File: config.mk
export PLATFORM = sky130hd
export DESIGN_NAME = conv_pass_sched
export DESIGN_NICKNAME = d
export VERILOG_FILES = /design/src/rtl/conv_pass_sched_pkg.sv /design/src/rtl/conv_pass_sched_addr.sv /design/src/rtl/conv_pass_sched.sv
export SDC_FILE = /design/constraint.sdc
export NUM_CORES = 1
export LEC_CHECK = 0
export CAP_MARGIN = 10
export CORE_ASPECT_RATIO = 1.25
export CORE_MARGIN = 2
export CORE_UTILIZATION = 25
export CTS_CLUSTER_DIAMETER = 50
export DETAILED_ROUTE_END_ITERATION = 12
export PLACE_DENSITY = 0.57
export SLEW_MARGIN = 20
export SYNTH_ARGS = -nofsm -noshare
export SYNTH_HDL_FRONTEND = slang
export SYNTH_SLANG_ARGS = --single-unit
File: constraint.sdc
create_clock -name clk -period 2.6 [get_ports clk]
set_input_delay 0.52 -clock clk [delete_from_list [all_inputs] [get_ports clk]]
set_output_delay 0.52 -clock clk [all_outputs]
set_load 0.01 [all_outputs]
File: src/rtl/conv_pass_sched_pkg.sv
// Shared definitions for the convolution pass scheduler.
//   pass_state_t  : scheduler FSM states (3-bit encoding)
//   fmap_addr_w() : feature-map address width for an S x S map
//   pair_idx_w()  : filter-pair index width for NF filters (min 1)
// The convolution top also uses pair_idx_w() to size the weight-buffer index.
package conv_pass_sched_pkg;

    typedef enum logic [2:0] {
        ST_IDLE   = 3'd0,
        ST_STREAM = 3'd1,
        ST_DRAIN  = 3'd2,
        ST_NEXT   = 3'd3,
        ST_FIN    = 3'd4
    } pass_state_t;

    function automatic int fmap_addr_w(input int s);
        return (s * s > 1) ? $clog2(s * s) : 1;
    endfunction

    function automatic int pair_idx_w(input int nf);
        return (nf / 2 > 1) ? $clog2(nf / 2) : 1;
    endfunction

endpackage

File: src/rtl/conv_pass_sched_addr.sv
// raster_addr_gen: stall-aware raster address counter over an S x S map.
//   clk, rst : clock, synchronous active-high reset
//   en       : advance one address (a read is issued this cycle)
//   addr     : current read address, 0 .. S*S-1
//   last     : addr is the final pixel of the map
// Advancing from the final address wraps to 0, so the counter is already
// parked at the start of the map for the next pass.
module raster_addr_gen
    import conv_pass_sched_pkg::*;
#(
    parameter int S      = 482,
    parameter int ADDR_W = fmap_addr_w(S)
) (
    input  logic              clk,
    input  logic              rst,
    input  logic              en,
    output logic [ADDR_W-1:0] addr,
    output logic              last
);

    localparam logic [ADDR_W-1:0] LAST_ADDR = ADDR_W'(S * S - 1);

    assign last = (addr == LAST_ADDR);

    always_ff @(posedge clk) begin
        if (rst)
            addr <= '0;
        else if (en)
            addr <= last ? '0 : addr + 1'b1;
    end

endmodule

File: src/rtl/conv_pass_sched.sv
// conv_pass_sched: sequences one convolution layer. Streams the S x S feature
// map from single-port memory into the window buffer once per filter pair,
// advances the weight buffer between passes and pulses done after NF/2 passes.
//   clk, rst        : clock, synchronous active-high reset
//   start           : begin a layer (only looked at in IDLE)
//   stall           : downstream hold, freezes streaming this cycle
//   busy, done, err : layer in progress / end-of-layer pulse / sticky protocol error
//   mem_rd_en, mem_addr, mem_rd_data : feature-map memory read port (1-cycle latency)
//   din, valid_in, repeat_in         : pixel stream to the window buffer
//   fmap_finish     : window buffer end-of-map pulse
//   filter_adv, filter_sel           : weight-buffer advance pulse / current pair
module conv_pass_sched
    import conv_pass_sched_pkg::*;
#(
    parameter int M      = 8,
    parameter int S      = 482,
    parameter int NF     = 16,
    parameter int ADDR_W = fmap_addr_w(S),
    parameter int FC_W   = pair_idx_w(NF)
) (
    input  logic              clk,
    input  logic              rst,
    input  logic              start,
    input  logic              stall,
    output logic              busy,
    output logic              done,
    output logic              err,
    output logic              mem_rd_en,
    output logic [ADDR_W-1:0] mem_addr,
    input  logic [M-1:0]      mem_rd_data,
    output logic [M-1:0]      din,
    output logic              valid_in,
    output logic              repeat_in,
    input  logic              fmap_finish,
    output logic              filter_adv,
    output logic [FC_W-1:0]   filter_sel
);

    localparam logic [FC_W-1:0] LAST_PAIR = FC_W'(NF / 2 - 1);

    pass_state_t state;
    logic        addr_last;
    logic        final_rd;
    logic        fin_seen;   // fmap_finish arrived at/after the final read

    // Read strobe follows stall directly so a stalled cycle issues no read.
    assign mem_rd_en = (state == ST_STREAM) && !stall;
    assign final_rd  = mem_rd_en && addr_last;

    raster_addr_gen #(
        .S      (S),
        .ADDR_W (ADDR_W)
    ) u_addr (
        .clk  (clk),
        .rst  (rst),
        .en   (mem_rd_en),
        .addr (mem_addr),
        .last (addr_last)
    );

    // The memory's own read register is the pipeline stage: its data lands in
    // the cycle after the strobe, which is exactly when the delayed strobe
    // (valid_in) is high. din is held at zero whenever it is not qualified.
    always_ff @(posedge clk) begin
        if (rst)
            valid_in <= 1'b0;
        else
            valid_in <= mem_rd_en;
    end

    assign din = valid_in ? mem_rd_data : '0;

    always_ff @(posedge clk) begin
        if (rst) begin
            state      <= ST_IDLE;
            busy       <= 1'b0;
            done       <= 1'b0;
            err        <= 1'b0;
            repeat_in  <= 1'b0;
            filter_adv <= 1'b0;
            filter_sel <= '0;
            fin_seen   <= 1'b0;
        end else begin
            done       <= 1'b0;
            filter_adv <= 1'b0;
            case (state)
                ST_IDLE: begin
                    if (start) begin
                        err        <= 1'b0;
                        filter_sel <= '0;
                        fin_seen   <= 1'b0;
                        repeat_in  <= 1'b0;
                        busy       <= 1'b1;
                        state      <= ST_STREAM;
                    end
                end
                ST_STREAM: begin
                    // End-of-map before the last pixel was even read is a
                    // protocol error; the pass still runs to completion.
                    if (fmap_finish) begin
                        if (final_rd)
                            fin_seen <= 1'b1;
                        else
                            err <= 1'b1;
                    end
                    if (final_rd)
                        state <= ST_DRAIN;
                end
                ST_DRAIN: begin
                    if (fin_seen || fmap_finish) begin
                        fin_seen  <= 1'b0;
                        repeat_in <= 1'b0;
                        state     <= ST_NEXT;
                        // Issued here so the pulse sits in NEXT, one cycle
                        // ahead of the next pass's first read.
                        if (filter_sel != LAST_PAIR)
                            filter_adv <= 1'b1;
                    end
                end
                ST_NEXT: begin
                    if (filter_sel == LAST_PAIR) begin
                        done  <= 1'b1;
                        state <= ST_FIN;
                    end else begin
                        filter_sel <= filter_sel + 1'b1;
                        repeat_in  <= 1'b1;
                        state      <= ST_STREAM;
                    end
                end
                ST_FIN: begin
                    busy  <= 1'b0;
                    state <= ST_IDLE;
                end
                default: begin
                    busy  <= 1'b0;
                    state <= ST_IDLE;
                end
            endcase
        end
    end

endmodule

==> impl_metrics.csv <==
group,metric,value,unit
pwr,pwr_density_cell,455,nW/µm²
synthesis,synth_top_cells_by_count,"31 x sky130_fd_sc_hd__dfxtp_1, 19 x sky130_fd_sc_hd__nor2_1, 12 x sky130_fd_sc_hd__a21oi_1",
worst_setup_path,critical_path_peak_fanout,6,
clocking,postCtsHoldBufs,0,
clocking,clock_sink_count,31,
worst_setup_path,crit_arrival,2.48,ns
synthesis,synth_fp_nets,184,
floorplan,die_h,89.5,µm
synthesis,postSynthRegisterBits,31,
route,drtIter0Drc,117,
synthesis,post-synth-top-area-cell,"sky130_fd_sc_hd__dfxtp_1",
grt,gr-usage-all-layers,11.7,%
synthesis,synth-warning-count,0,
synthesis,synth_enable_flop_cells,0,
clocking,number_of_buffers_inserted_by_post_cts_setup_repair,0,
synthesis,synth.avg_cell_area,8.71,µm²
layout,post-route-cell-area,2150,µm²
floorplan,core_area,5740,µm²
floorplan,initial_core_util,25.5,%
timing,setup_violations,0,
route,dr_total_vias,1405,
timing,setup_skew,0.00412,ns
place,count_of_buffers_from_port_buffering,48,
synthesis,synthesis.instances,168,
run,maxCapViolCount,0,
synthesis,netlist_cell_types,38,
layout,synthToLayoutAreaGrowth,47.0,%
route,drc,0,
grt,grt_first_pass_wirelength,5.95,mm
clocking,clkTransAtPathRegs,0.06,ns
layout,count_of_inserted_antenna_diode_cells,0,
run_status,result_of_the_run,"finished, final reports clean",
floorplan,top_level_ports,49,
worst_setup_path,critical_path_required,2.81,ns
synthesis,post_synthesis_cell_area,1460,µm²
place,place_inst,282,
worst_setup_path,startpoint_class_of_the_critical_path,"input port",
place,placed_area,2040,µm²
layout,drive_gt1_share,8.48,%
timing,max_slew.worst_pin.slew,0.439,ns
synthesis,yosys.cell_count.top_type,"sky130_fd_sc_hd__dfxtp_1",
synthesis,post-synth-top-area-fraction,42.4,%
worst_setup_path,reg2reg_from,"state[2]",
clocking,htree_num_levels,2,
timing,final-max-slew-violation-count,0,
timing,hold_violations,0,
worst_setup_path,worstSetupEndpointType,"flip-flop",
floorplan,die_area,6480,µm²
timing,hold_slack,0.480,ns
clocking,cts_buffer_depth,2,
floorplan,die_w,72.4,µm
worst_setup_path,critPathLaunch,"stall",
clocking,ctsResizeCount,1,
place,routabilityCongestion,0.777,
grt,antenna_found_initial,0,
clocking,tritoncts,"done",
grt,grt_start_max_net_pins,19,
clocking,tritoncts.num_buffers,5,
route,routed_wirelength,3.58,mm
timing,fin_setup_tns,0,ns
worst_setup_path,critical_path_class,"in -> reg",
route,route.detailed.wl_per_inst,12.3,µm
synthesis,synth_async_sr_flop_share,0,%
hold_path,hold_path_startpoint,"fin_seen",
clocking,clk_root_buffer_cell,"sky130_fd_sc_hd__clkbuf_8",
layout,layout.cells.non_filler,290,
grt,overflow,0,
hold_path,path_category_of_the_worst_min_delay_check,"reg -> reg",
timing,grt_setup_unrepaired,"no",
timing,min_period,2.27,ns
pwr,p_leak,0.734,nW
floorplan,floorplan.rows,31,
timing,max_clock_freq,440,MHz
synthesis,dominantRegCellSynth,"sky130_fd_sc_hd__dfxtp_1",
route,antenna_violating_nets_post_route,0,
pwr,max-vdd-ir-drop,0.000147,V
synthesis,seq_area_frac_synth,42.4,%
timing,finalCritPeriodShare,87.4,%
timing,max-slew-margin-rel,70.7,%
grt,first_global_vias,1291,
place,post-dp-hpwl,2.64,mm
layout,post-route-util,37.5,%
route,via_per_inst,4.84,
route,drt-pass1-iter-count,4,
layout,finalNetCount,239,
clocking,clock_latency,0.28,ns
synthesis,top_cells_by_area_synth,"sky130_fd_sc_hd__dfxtp_1 42%, sky130_fd_sc_hd__nor2_1 4.9%, sky130_fd_sc_hd__xnor2_1 4.2%, sky130_fd_sc_hd__a21oi_1 4.1%, sky130_fd_sc_hd__o31ai_1 3.6%",
## critical path, cell delays in order
cell and delay (ns):
sky130_fd_sc_hd__clkdlybuf4s50_1 0.41, sky130_fd_sc_hd__or4b_4 0.52, sky130_fd_sc_hd__inv_2 0.07, sky130_fd_sc_hd__buf_4 0.10
sky130_fd_sc_hd__nand3_1 0.17, sky130_fd_sc_hd__or4_1 0.55, sky130_fd_sc_hd__a21oi_1 0.15
## registers in the layout, indices dropped and copies added (netlist names)
| register | flops |
|---|---|
| u_addr.addr | 18 |
| repeat_in | 1 |
| fin_seen | 1 |
| done | 1 |
| valid_in | 1 |
| filter_adv | 1 |
| state | 3 |
| filter_sel | 3 |
| err | 1 |
| busy | 1 |
## kinds of logic after synthesis
logic type | count (synthesis) | synth area share [%]
AND/OR/NAND/NOR | 80 | 30.5
flip-flops | 31 | 42.4
AO/OA/AOI/OAI | 31 | 13.4
multiplexers | 1 | 0.684
buffers and inverters | 12 | 4.45
XOR/XNOR | 10 | 5.99
adder cells (fa/ha/maj) | 3 | 2.57
## final cells by class
cell class	count	area, µm²
Sequential cell	31	621
Fill cell	608	3590
Tap cell	66	82.6
Clock buffer	8	100
Inverter	5	18.8
Multi-Input combinational cell	125	781
Timing Repair Buffer	55	548
## layout by cell type (no fill, tap or decap), drive strengths merged, types with 6 or more instances in the layout
cell type	n
nand3	6
nand2	10
xnor2	7
clkbuf	8
nor2	19
buf	7
a21oi	12
dfxtp	31
o31ai	7
clkdlybuf4s50	47
or4	6
and2	8
## stage by stage
stage / setup slack, ns / power, mW
2_1_floorplan: 0.410 / 0.533
6_report: 0.328 / 0.978
5_1_grt: 0.233 / 1.02
3_3_place_gp: -0.0358 / 0.578
4_1_cts: 0.00453 / 0.995
3_5_place_dp: -0.0503 / 0.578
## final timing paths
path / to / slack, ns / cells past startpoint
max: u_addr.addr[16] / 0.33 / 7
max reg2reg: u_addr.addr[16] / 0.49 / 6
min reg2reg: fin_seen / 0.48 / 2
min: fin_seen / 0.48 / 2
## layer usage
metal	track usage, %	vias up	share of wire [%]
met5	0	-	0
met4	6.06	0	2.0
met3	3.16	6	5.4
met2	19.7	35	50
met1	13.6	646	43
li1	-	718	-
## report_power, final
part / switching (mW) / internal [mW]
clock network: 0.169 / 0.241
logic: 0.0309 / 0.0486
registers: 0.00682 / 0.481
total: 0.207 / 0.771
Power figures use the tool's default switching activity.
